File: src/rtl/fifo_reader_pkg.sv
`default_nettype none
// ============================================================================
//  Module      : fifo_reader_pkg
//  Description : Shared defaults and helpers for the FIFO consumer slice.
//                DATA_SIZE / CNT_W defaults are common to the FIFO, the
//                reader and the stimulus generator.
//  Revision    : 1.0 - initial release
// ============================================================================
package fifo_reader_pkg;

    localparam int c_DATA_SIZE  = 6;   // FIFO word width
    localparam int c_CNT_W      = 8;   // delivered-word counter width
    localparam int c_SKID_DEPTH = 3;   // skid queue entries (only 3 supported)

    // Last valid index of the 3-entry circular buffer.
    localparam logic [1:0] c_PTR_LAST = 2'd2;

    // Circular pointer increment wrapping 2 -> 0.
    function automatic logic [1:0] ptr_inc(input logic [1:0] ptr);
        return (ptr == c_PTR_LAST) ? 2'd0 : ptr + 2'd1;
    endfunction

endpackage
`default_nettype wire

File: src/rtl/fifo_reader_skid.sv
`default_nettype none
// ============================================================================
//  Module      : fifo_reader_skid
//  Description : 3-entry circular skid queue absorbing the FIFO read latency.
//                head_data is taken straight from registered storage (no
//                bypass from push_data).
//  Ports       : clk, reset_L    - clock, async active-low reset
//                push, push_data - enqueue a word at the tail
//                pop             - dequeue the head word
//                head_data       - oldest stored word
//                occupancy       - number of stored words (0..3)
//  Revision    : 1.0 - initial release
// ============================================================================
module fifo_reader_skid
    import fifo_reader_pkg::*;
#(
    parameter int DATA_SIZE = c_DATA_SIZE
) (
    input  logic                 clk,
    input  logic                 reset_L,
    input  logic                 push,
    input  logic [DATA_SIZE-1:0] push_data,
    input  logic                 pop,
    output logic [DATA_SIZE-1:0] head_data,
    output logic [1:0]           occupancy
);

    logic [DATA_SIZE-1:0] r_mem [0:c_SKID_DEPTH-1];
    logic [1:0]           r_head;
    logic [1:0]           r_tail;
    logic [1:0]           r_occ;
    logic                 w_pop;
    logic                 w_push;

    // Pop of an empty queue is ignored; a push into a full queue is only
    // accepted if a pop frees the head slot in the same cycle.
    assign w_pop  = pop & (r_occ != 2'd0);
    assign w_push = push & ((r_occ != 2'd3) | w_pop);

    always_ff @(posedge clk or negedge reset_L) begin
        if (!reset_L) begin
            for (int i = 0; i < c_SKID_DEPTH; i++) begin
                r_mem[i] <= '0;
            end
            r_head <= 2'd0;
            r_tail <= 2'd0;
            r_occ  <= 2'd0;
        end else begin
            if (w_push) begin
                r_mem[r_tail] <= push_data;
                r_tail        <= ptr_inc(r_tail);
            end
            if (w_pop) begin
                r_head <= ptr_inc(r_head);
            end
            case ({w_push, w_pop})
                2'b10:   r_occ <= r_occ + 2'd1;
                2'b01:   r_occ <= r_occ - 2'd1;
                default: r_occ <= r_occ;
            endcase
        end
    end

    assign head_data = r_mem[r_head];
    assign occupancy = r_occ;

endmodule
`default_nettype wire

File: src/rtl/fifo_reader.sv
`default_nettype none
// ============================================================================
//  Module      : fifo_reader
//  Description : Consumer-side FIFO controller. Pops the FIFO through its
//                read/fifo_empty interface, re-presents words downstream on a
//                valid/ready handshake, counts delivered words and latches
//                fifo_error.
//  Ports       : clk, reset_L        - clock, async active-low reset
//                enable              - allow new FIFO reads
//                fifo_empty          - FIFO empty flag
//                buffer_out          - FIFO data, valid the cycle after read
//                fifo_error          - FIFO overflow/underflow flag
//                read                - FIFO pop request
//                data_out, valid_out - downstream word and its valid
//                ready_in            - downstream accept
//                word_count          - words delivered downstream (wraps)
//                clear_err           - clear err_sticky
//                err_sticky          - latched fifo_error
//  Revision    : 1.0 - initial release
// ============================================================================
module fifo_reader
    import fifo_reader_pkg::*;
#(
    parameter int DATA_SIZE  = c_DATA_SIZE,
    parameter int CNT_W      = c_CNT_W,
    parameter int SKID_DEPTH = c_SKID_DEPTH
) (
    input  logic                 clk,
    input  logic                 reset_L,
    input  logic                 enable,
    input  logic                 fifo_empty,
    input  logic [DATA_SIZE-1:0] buffer_out,
    input  logic                 fifo_error,
    output logic                 read,
    output logic [DATA_SIZE-1:0] data_out,
    output logic                 valid_out,
    input  logic                 ready_in,
    output logic [CNT_W-1:0]     word_count,
    input  logic                 clear_err,
    output logic                 err_sticky
);

    localparam logic [2:0] c_DEPTH = 3'(SKID_DEPTH);

    logic             r_inflight;
    logic [CNT_W-1:0] r_word_count;
    logic             r_err_sticky;
    logic [1:0]       w_occ;
    logic [2:0]       w_fill;
    logic             w_read;
    logic             w_pop;

    // Words already committed to the queue: stored ones plus the one whose
    // data arrives on buffer_out this cycle. Reads stop once that would
    // exceed the queue depth, so ready_in never reaches read.
    assign w_fill = {1'b0, w_occ} + {2'b00, r_inflight};
    assign w_read = reset_L & enable & ~fifo_empty & (w_fill < c_DEPTH);
    assign w_pop  = valid_out & ready_in;

    always_ff @(posedge clk or negedge reset_L) begin
        if (!reset_L) begin
            r_inflight   <= 1'b0;
            r_word_count <= '0;
            r_err_sticky <= 1'b0;
        end else begin
            r_inflight <= w_read;
            if (w_pop) begin
                r_word_count <= r_word_count + CNT_W'(1);
            end
            // Set has priority over clear.
            if (fifo_error) begin
                r_err_sticky <= 1'b1;
            end else if (clear_err) begin
                r_err_sticky <= 1'b0;
            end
        end
    end

    fifo_reader_skid #(
        .DATA_SIZE (DATA_SIZE)
    ) u_skid (
        .clk       (clk),
        .reset_L   (reset_L),
        .push      (r_inflight),
        .push_data (buffer_out),
        .pop       (w_pop),
        .head_data (data_out),
        .occupancy (w_occ)
    );

    assign read       = w_read;
    assign valid_out  = (w_occ != 2'd0);
    assign word_count = r_word_count;
    assign err_sticky = r_err_sticky;

endmodule
`default_nettype wire
File: config.mk
export PLATFORM = sky130hd
export DESIGN_NAME = fifo_reader
export DESIGN_NICKNAME = d
export VERILOG_FILES = /design/src/rtl/fifo_reader_pkg.sv /design/src/rtl/fifo_reader_skid.sv /design/src/rtl/fifo_reader.sv
export SDC_FILE = /design/constraint.sdc
export NUM_CORES = 1
export LEC_CHECK = 0
export BUFFER_PORTS_ARGS = -buffer_cell sky130_fd_sc_hd__clkbuf_2
export CAP_MARGIN = 20
export CORE_MARGIN = 5
export CORE_UTILIZATION = 51
export CTS_BUF_LIST = sky130_fd_sc_hd__clkbuf_4 sky130_fd_sc_hd__clkbuf_8
export DETAILED_ROUTE_END_ITERATION = 16
export GPL_TIMING_DRIVEN = 0
export HOLD_SLACK_MARGIN = 0.15
export PLACE_DENSITY = 0.77
export SLEW_MARGIN = 20
export SYNTH_ARGS = -nofsm -noshare
export SYNTH_HDL_FRONTEND = slang
export SYNTH_SLANG_ARGS = --single-unit
export TNS_END_PERCENT = 5
File: constraint.sdc
create_clock -name clk -period 1.6 [get_ports clk]
set_input_delay 0.16 -clock clk [delete_from_list [all_inputs] [get_ports clk]]
set_output_delay 0.16 -clock clk [all_outputs]
set_load 0.05 [all_outputs]
Word-level counts from Yosys, hierarchy flattened --
Cells that the tools add are included.
Storage, ports and cells: word-level logic and storage cells 49, output and inout port bits 17, input bits 13, flip-flop bits (word level) 34
Operators by class: bitwise gates (word level) 10, equal/unequal tests 5, magnitude comparators 4, muxes and demuxes 11, $add $sub $neg 6, reduce and logical (&&, ||, !) cells 4
Operators with widths (number):
- 18-bit bitwise mux | 1
- 6-bit 2-to-1 mux | 3
- 6-bit binary-select mux with 2-bit select | 1
- 6-bit demux with 2-bit select | 1
- 8-bit by 1-bit adder with 8-bit output (second input constant) | 1
- 2-bit by 1-bit adder with 2-bit output (second input constant) | 3
- 1-bit bitwise AND | 6
- 2-bit equality test (second input constant) | 3
- 3-bit greater-or-equal comparator (second input constant) | 2
- 2-bit inverter with 3-bit output | 2
- 2-bit nonzero test | 3
- 2-bit 2-to-1 mux | 2
- 2-bit one-hot mux with 2 select lines | 1
- 2-bit by 1-bit adder with 3-bit output | 1
- 3-bit by 1-bit < comparator with 1-bit output (second input constant) | 1
- 3-bit by 2-bit < comparator with 1-bit output (second input constant) | 1
- 2-bit by 1-bit equality test with 1-bit output (second input constant) | 1
- 1-bit 2-to-1 mux | 2
- 2-bit inequality test (second input constant) | 1
- 2-bit by 1-bit subtractor with 2-bit output (second input constant) | 1
- 1-bit logical AND | 1
- 1-bit inverter | 1
- 1-bit OR | 1

Depth between registers and ports, before layout --
word-level depth 7, gate-level depth with buffers 6, mapped depth without buffers 6

Hierarchy --
From an unflattened synthesis, not the netlist that was laid out.
Second synthesis, totals: cell total of the unflattened synthesis 120, area total of the unflattened synthesis 1604.0 µm²
By module, submodules not included:
- fifo_reader_skid | times used 1, area an instance 1131.1 µm², cells an instance 82, sequential area each 600.6 µm²
- fifo_reader | times used 1, area an instance 473.0 µm², cells an instance 38, sequential area each 250.2 µm²

Least setup slack after synthesis --
Ideal clock, no wire load.
kind register -> register, from register u_skid.r_occ[0] (netlist: u_skid.occupancy[0]), to register r_inflight, stages on the path, launching flop included 4, arrival time 3.472 ns, buffers on the path 0, library setup time 0.382 ns, required time 1.218 ns, path slack -2.253 ns, clock period less this slack 3.853 ns, path through dfrtp_1 > ha_1 > ha_1 > a2111oi_0
On the way: cells in the longest elaborated chain, start to end 3
RTL lines:
- start, declared | RTL line fifo_reader_skid.sv:31 | logic [1:0] r_occ;
- start signal, assigned | RTL line fifo_reader_skid.sv:57 | 2'b10: r_occ <= r_occ + 2'd1;
- start signal, assigned | RTL line fifo_reader_skid.sv:58 | 2'b01: r_occ <= r_occ - 2'd1;
- start signal, assigned | RTL line fifo_reader_skid.sv:59 | default: r_occ <= r_occ;
- 2-bit by 1-bit adder with 3-bit output | RTL line fifo_reader.sv:56 | assign w_fill = {1'b0, w_occ} + {2'b00, r_inflight};
- 3-bit by 2-bit < comparator with 1-bit output | RTL line fifo_reader.sv:57 | assign w_read = reset_L & enable & ~fifo_empty & (w_fill < c_DEPTH);
- 1-bit bitwise AND | RTL line fifo_reader.sv:57
- named net read | RTL line fifo_reader.sv:34 | output logic read,
- end signal, assigned | RTL line fifo_reader.sv:66 | r_inflight <= w_read;
- end, declared | RTL line fifo_reader.sv:45 | logic r_inflight;
The timed path passes the listed nets, and every way through them passes these cells. A chain may end at the register's enable or synchronous reset.

Worst setup path after layout --
from register u_skid.r_occ[0] (netlist: u_skid.occupancy[0]), to output read
On the way: cells in the longest elaborated chain, start to end 3
RTL lines (RTL line):
- 2-bit by 1-bit adder with 3-bit output | fifo_reader.sv:56
- 3-bit by 2-bit < comparator with 1-bit output | fifo_reader.sv:57
- 1-bit bitwise AND | fifo_reader.sv:57
- end, declared | fifo_reader.sv:34
Every way passes these cells.

==> impl_results.md <==
* Status: finished, violations left
* Failing checks: negative hold slack, negative setup slack
* Clock sink total at 34
* Compound-Gate Fraction of Synth Area at 0.0505
* Initial antenna violation count at 0
* Setup violators final at 8
* Combinational fraction of design power at 0.535
* Mapped Area at between 0.0015 and 0.002 mm^2
* Synth Register Bits at 34
* Pwr Density at around 2100 mW/mm^2
* Sw Ratio at 0.446
* CTS tree: yes
* Layout cells sized above 1 at 0.441
* Die extent in x at about 66 um
* Min Tclk post-route at 1.85 ns
* Least-Margin Pin Slew at ~0.74 ns
* Worst-Skew Late Latency at 0.33 ns
* DRT iter0 DRCs at 18
* Syn_area_per_cell at 12.9 um^2
* Highest metal used: met4
* Post-synthesis mux area share at 0.194
* DP HPWL at 2160 um
* Max-capacitance violation count at 0
* Largest family of logic cells by synthesized area: multiplexers
* Synth Instances at 123
* Slew Viols, Final at 0
* Core Util, Final at 0.690
* Leak at 0.996 nW
* Simple-gate share of the synthesized area at 0.107
* Hold Path Class: input pin to async pin
* Final setup margin at -0.252 ns
* Core area at 0.00303 mm^2
* Slew margin rel. at 0.509
* DRC at 0
* Largest net degree at the start of global routing at 36
* Cts bufs inserted at 5
* Ports at 30
* Hold WS at -0.114 ns
* GP Congestion at 0.704
* Pint at between 0.002 and 0.0025 W
* WL met2 at 1650 um
* Remaining global-route overflow at 0
* Htree depth at 2
* Worst setup EP type: output port
* Layout Cell Area excl Fill at 0.00209 mm^2
* Post-route ant nets at 0
* Data arrival, critical path at 1.69 ns
* Fmax achieved at about 540 MHz
* Final nets at 186
* CP startpoint kind: flop
* Die ar. at between 0.004 and 0.005 mm^2
* R2r setup slk at -0.04 ns
* Cell variety after synth at 27
* First-pass GRT wire length at approximately 5300 um
* FILL cells at 242
* Initial Util at 0.524
* Synth warn at 0
* Final hold violations at 34
* RSZ-0062 raised after global routing: true
* Diode count at 0
* Post-synthesis adder-cell area fraction at 0.0316
* M1 wire length at approximately 1300 um
* CTS Buffer Depth at 2
* Routed len/inst at 14.5 um
* Drt pass-1 iters at 4
* Vias per Instance at roughly 5.1
* Worst vdd ir at ~1.1 mV
* # rows at 20
* Critical path class: flop to output port
* Worst Path Required at ~1.4 ns
* Post-route clock period utilization at 1.16
* Seq/Total Area, Yosys at 0.537
* Post-DP Area at approximately 0.0018 mm^2
* Clk pwr share at 0.114
* DR WL met3 at about 120 um
* Port Buffer Count at 29
* Root Buffer: clkbuf_4
* Max Fanout on Critical Path at 2
* Syn_nets at 140
* Clock-pin slew on the worst setup and hold paths at 0.10 ns
* XOR/XNOR Fraction of Synth Area at 0.0552
* Part of the power in registers at 0.352
* Via count at between 1,000 and 1,500
* All-Layer GR Usage at 0.164
* Switch Pwr at roughly 0.0019 W
* Vias in the first global route at between 1,000 and 1,500
* Area Growth Syn to Fin at 31.7%
* Worst Skew at around 0.012 ns
* Hold_buf cts at 9
* Die Ht at 65.8 um
* Routed Wire Length at between 3000 and 4000 um
## state kept, by name, summed over array words and instances, names as in the netlist
| signal | cells |
|---|---|
| err_sticky | 1 |
| r_inflight | 1 |
| u_skid.occupancy | 2 |
| u_skid.r_head | 2 |
| u_skid.r_mem | 18 |
| u_skid.r_tail | 2 |
| word_count | 8 |
## power by group through the flow
stage,logic [W],registers [W],clock network [W]
after CTS,0.00232,0.00153,0.000508
after floorplan,0.00137,0.00170,0
after detailed placement,0.00203,0.00151,0
after global routing,0.00247,0.00159,0.000549
after global placement,0.00197,0.00148,0
final,0.00234,0.00154,0.000496
## layer usage
metal,GRT usage,vias to the layer above
met5,0,-
met4,0.0622,0
met3,0.0410,7
met2,0.297,22
met1,0.182,537
li1,-,524
## per-stage QoR
stage          instances  setup WS (ns)  power [W]  TNS (ns)
5_1_grt              214         -0.319    0.00461     -1.12
4_1_cts              214         -0.322    0.00436    -0.678
3_5_place_dp         196         -0.283    0.00355     -2.08
6_report             214         -0.252    0.00437    -0.417
2_1_floorplan        123         -0.289    0.00307     -1.93
3_3_place_gp         196         -0.235    0.00345     -1.41
## synthesized netlist by cell type
library cell | number | area (um^2)
nand3b_2 | 1 | 11.3
a21bo_2 | 1 | 10.0
or2_2 | 1 | 6.26
nand2_1 | 16 | 60.1
xor2_1 | 4 | 35.0
ha_1 | 4 | 50.1
buf_2 | 1 | 5.00
nor2b_1 | 1 | 6.26
xnor2_1 | 6 | 52.6
clkbuf_1 | 1 | 3.75
mux2i_1 | 6 | 60.1
and4b_1 | 2 | 20.0
o21ai_0 | 6 | 30.0
nand4_1 | 3 | 18.8
o21ai_2 | 1 | 8.76
and3_1 | 1 | 6.26
mux2_2 | 6 | 67.6
a2111oi_0 | 1 | 8.76
nor2_1 | 3 | 11.3
nand3_2 | 1 | 10.0
dfrtp_1 | 34 | 851
a21o_1 | 3 | 22.5
nand3_1 | 1 | 5.00
mux2_4 | 12 | 180
buf_6 | 2 | 22.5
nor3_1 | 3 | 15.0
inv_1 | 2 | 7.51
## layout by cell type, fill, tap and decap left out, types with 4 or more instances in the layout
| cell type | count |
|---|---|
| xnor2_1 | 6 |
| clkbuf_8 | 4 |
| nand2_1 | 16 |
| dlygate4sd3_1 | 9 |
| mux2_2 | 6 |
| buf_4 | 5 |
| clkbuf_2 | 20 |
| mux2i_1 | 6 |
| clkbuf_4 | 6 |
| buf_6 | 4 |
| dfrtp_1 | 31 |
| mux2_4 | 12 |
| xor2_1 | 4 |
## worst paths after layout
| check | start | end | depth (start not counted) |
|---|---|---|---|
| max in group asynchronous | reset_L | u_skid.occupancy[0] | 1 |
| min | reset_L | word_count[3] | 1 |
| max reg2reg | u_skid.occupancy[0] | u_skid.occupancy[1] | 7 |
| max | u_skid.occupancy[0] | read | 4 |
| min reg2reg | word_count[7] | word_count[7] | 1 |
| min in group clk | enable | r_inflight | 3 |
## layout make-up
cell class	instances	area, um^2	area share
plain buffers	3	33.8	0.0162
clock inverters	1	5.00	0.00240
clock buffers	7	58.8	0.0282
flip-flops and latches	34	855	0.409
well taps	44	55.1	0.0264
multi-input cells	83	771	0.369
inverters	2	10.0	0.00479
repair buffers	40	300	0.144
## cell families (layout without fill, tap and decap cells)
logic type | count (synthesis) | after routing
buffers and inverters | 6 | 53
AOI/OAI and AO/OA | 12 | 12
adders and majority gates | 4 | 4
and+or+nand+nor | 33 | 33
DFF | 34 | 34
xor gates and xnor gates | 10 | 10
muxes | 24 | 24
## critical path: stages, from the launching register on
cell and delay, ns:
dfrtp_2 0.43, ha_4 0.17, ha_4 0.21, a2111oi_4 0.31, clkbuf_8 0.25
## what timing repair did
action                                  CTS  global route
endpoints found under the hold margin    54            35
endpoints found under the setup margin    9             9
resized for setup                        28             8
pin swaps                                 4             1
buffers inserted                          2             0
Power figures use the tool's default switching activity.
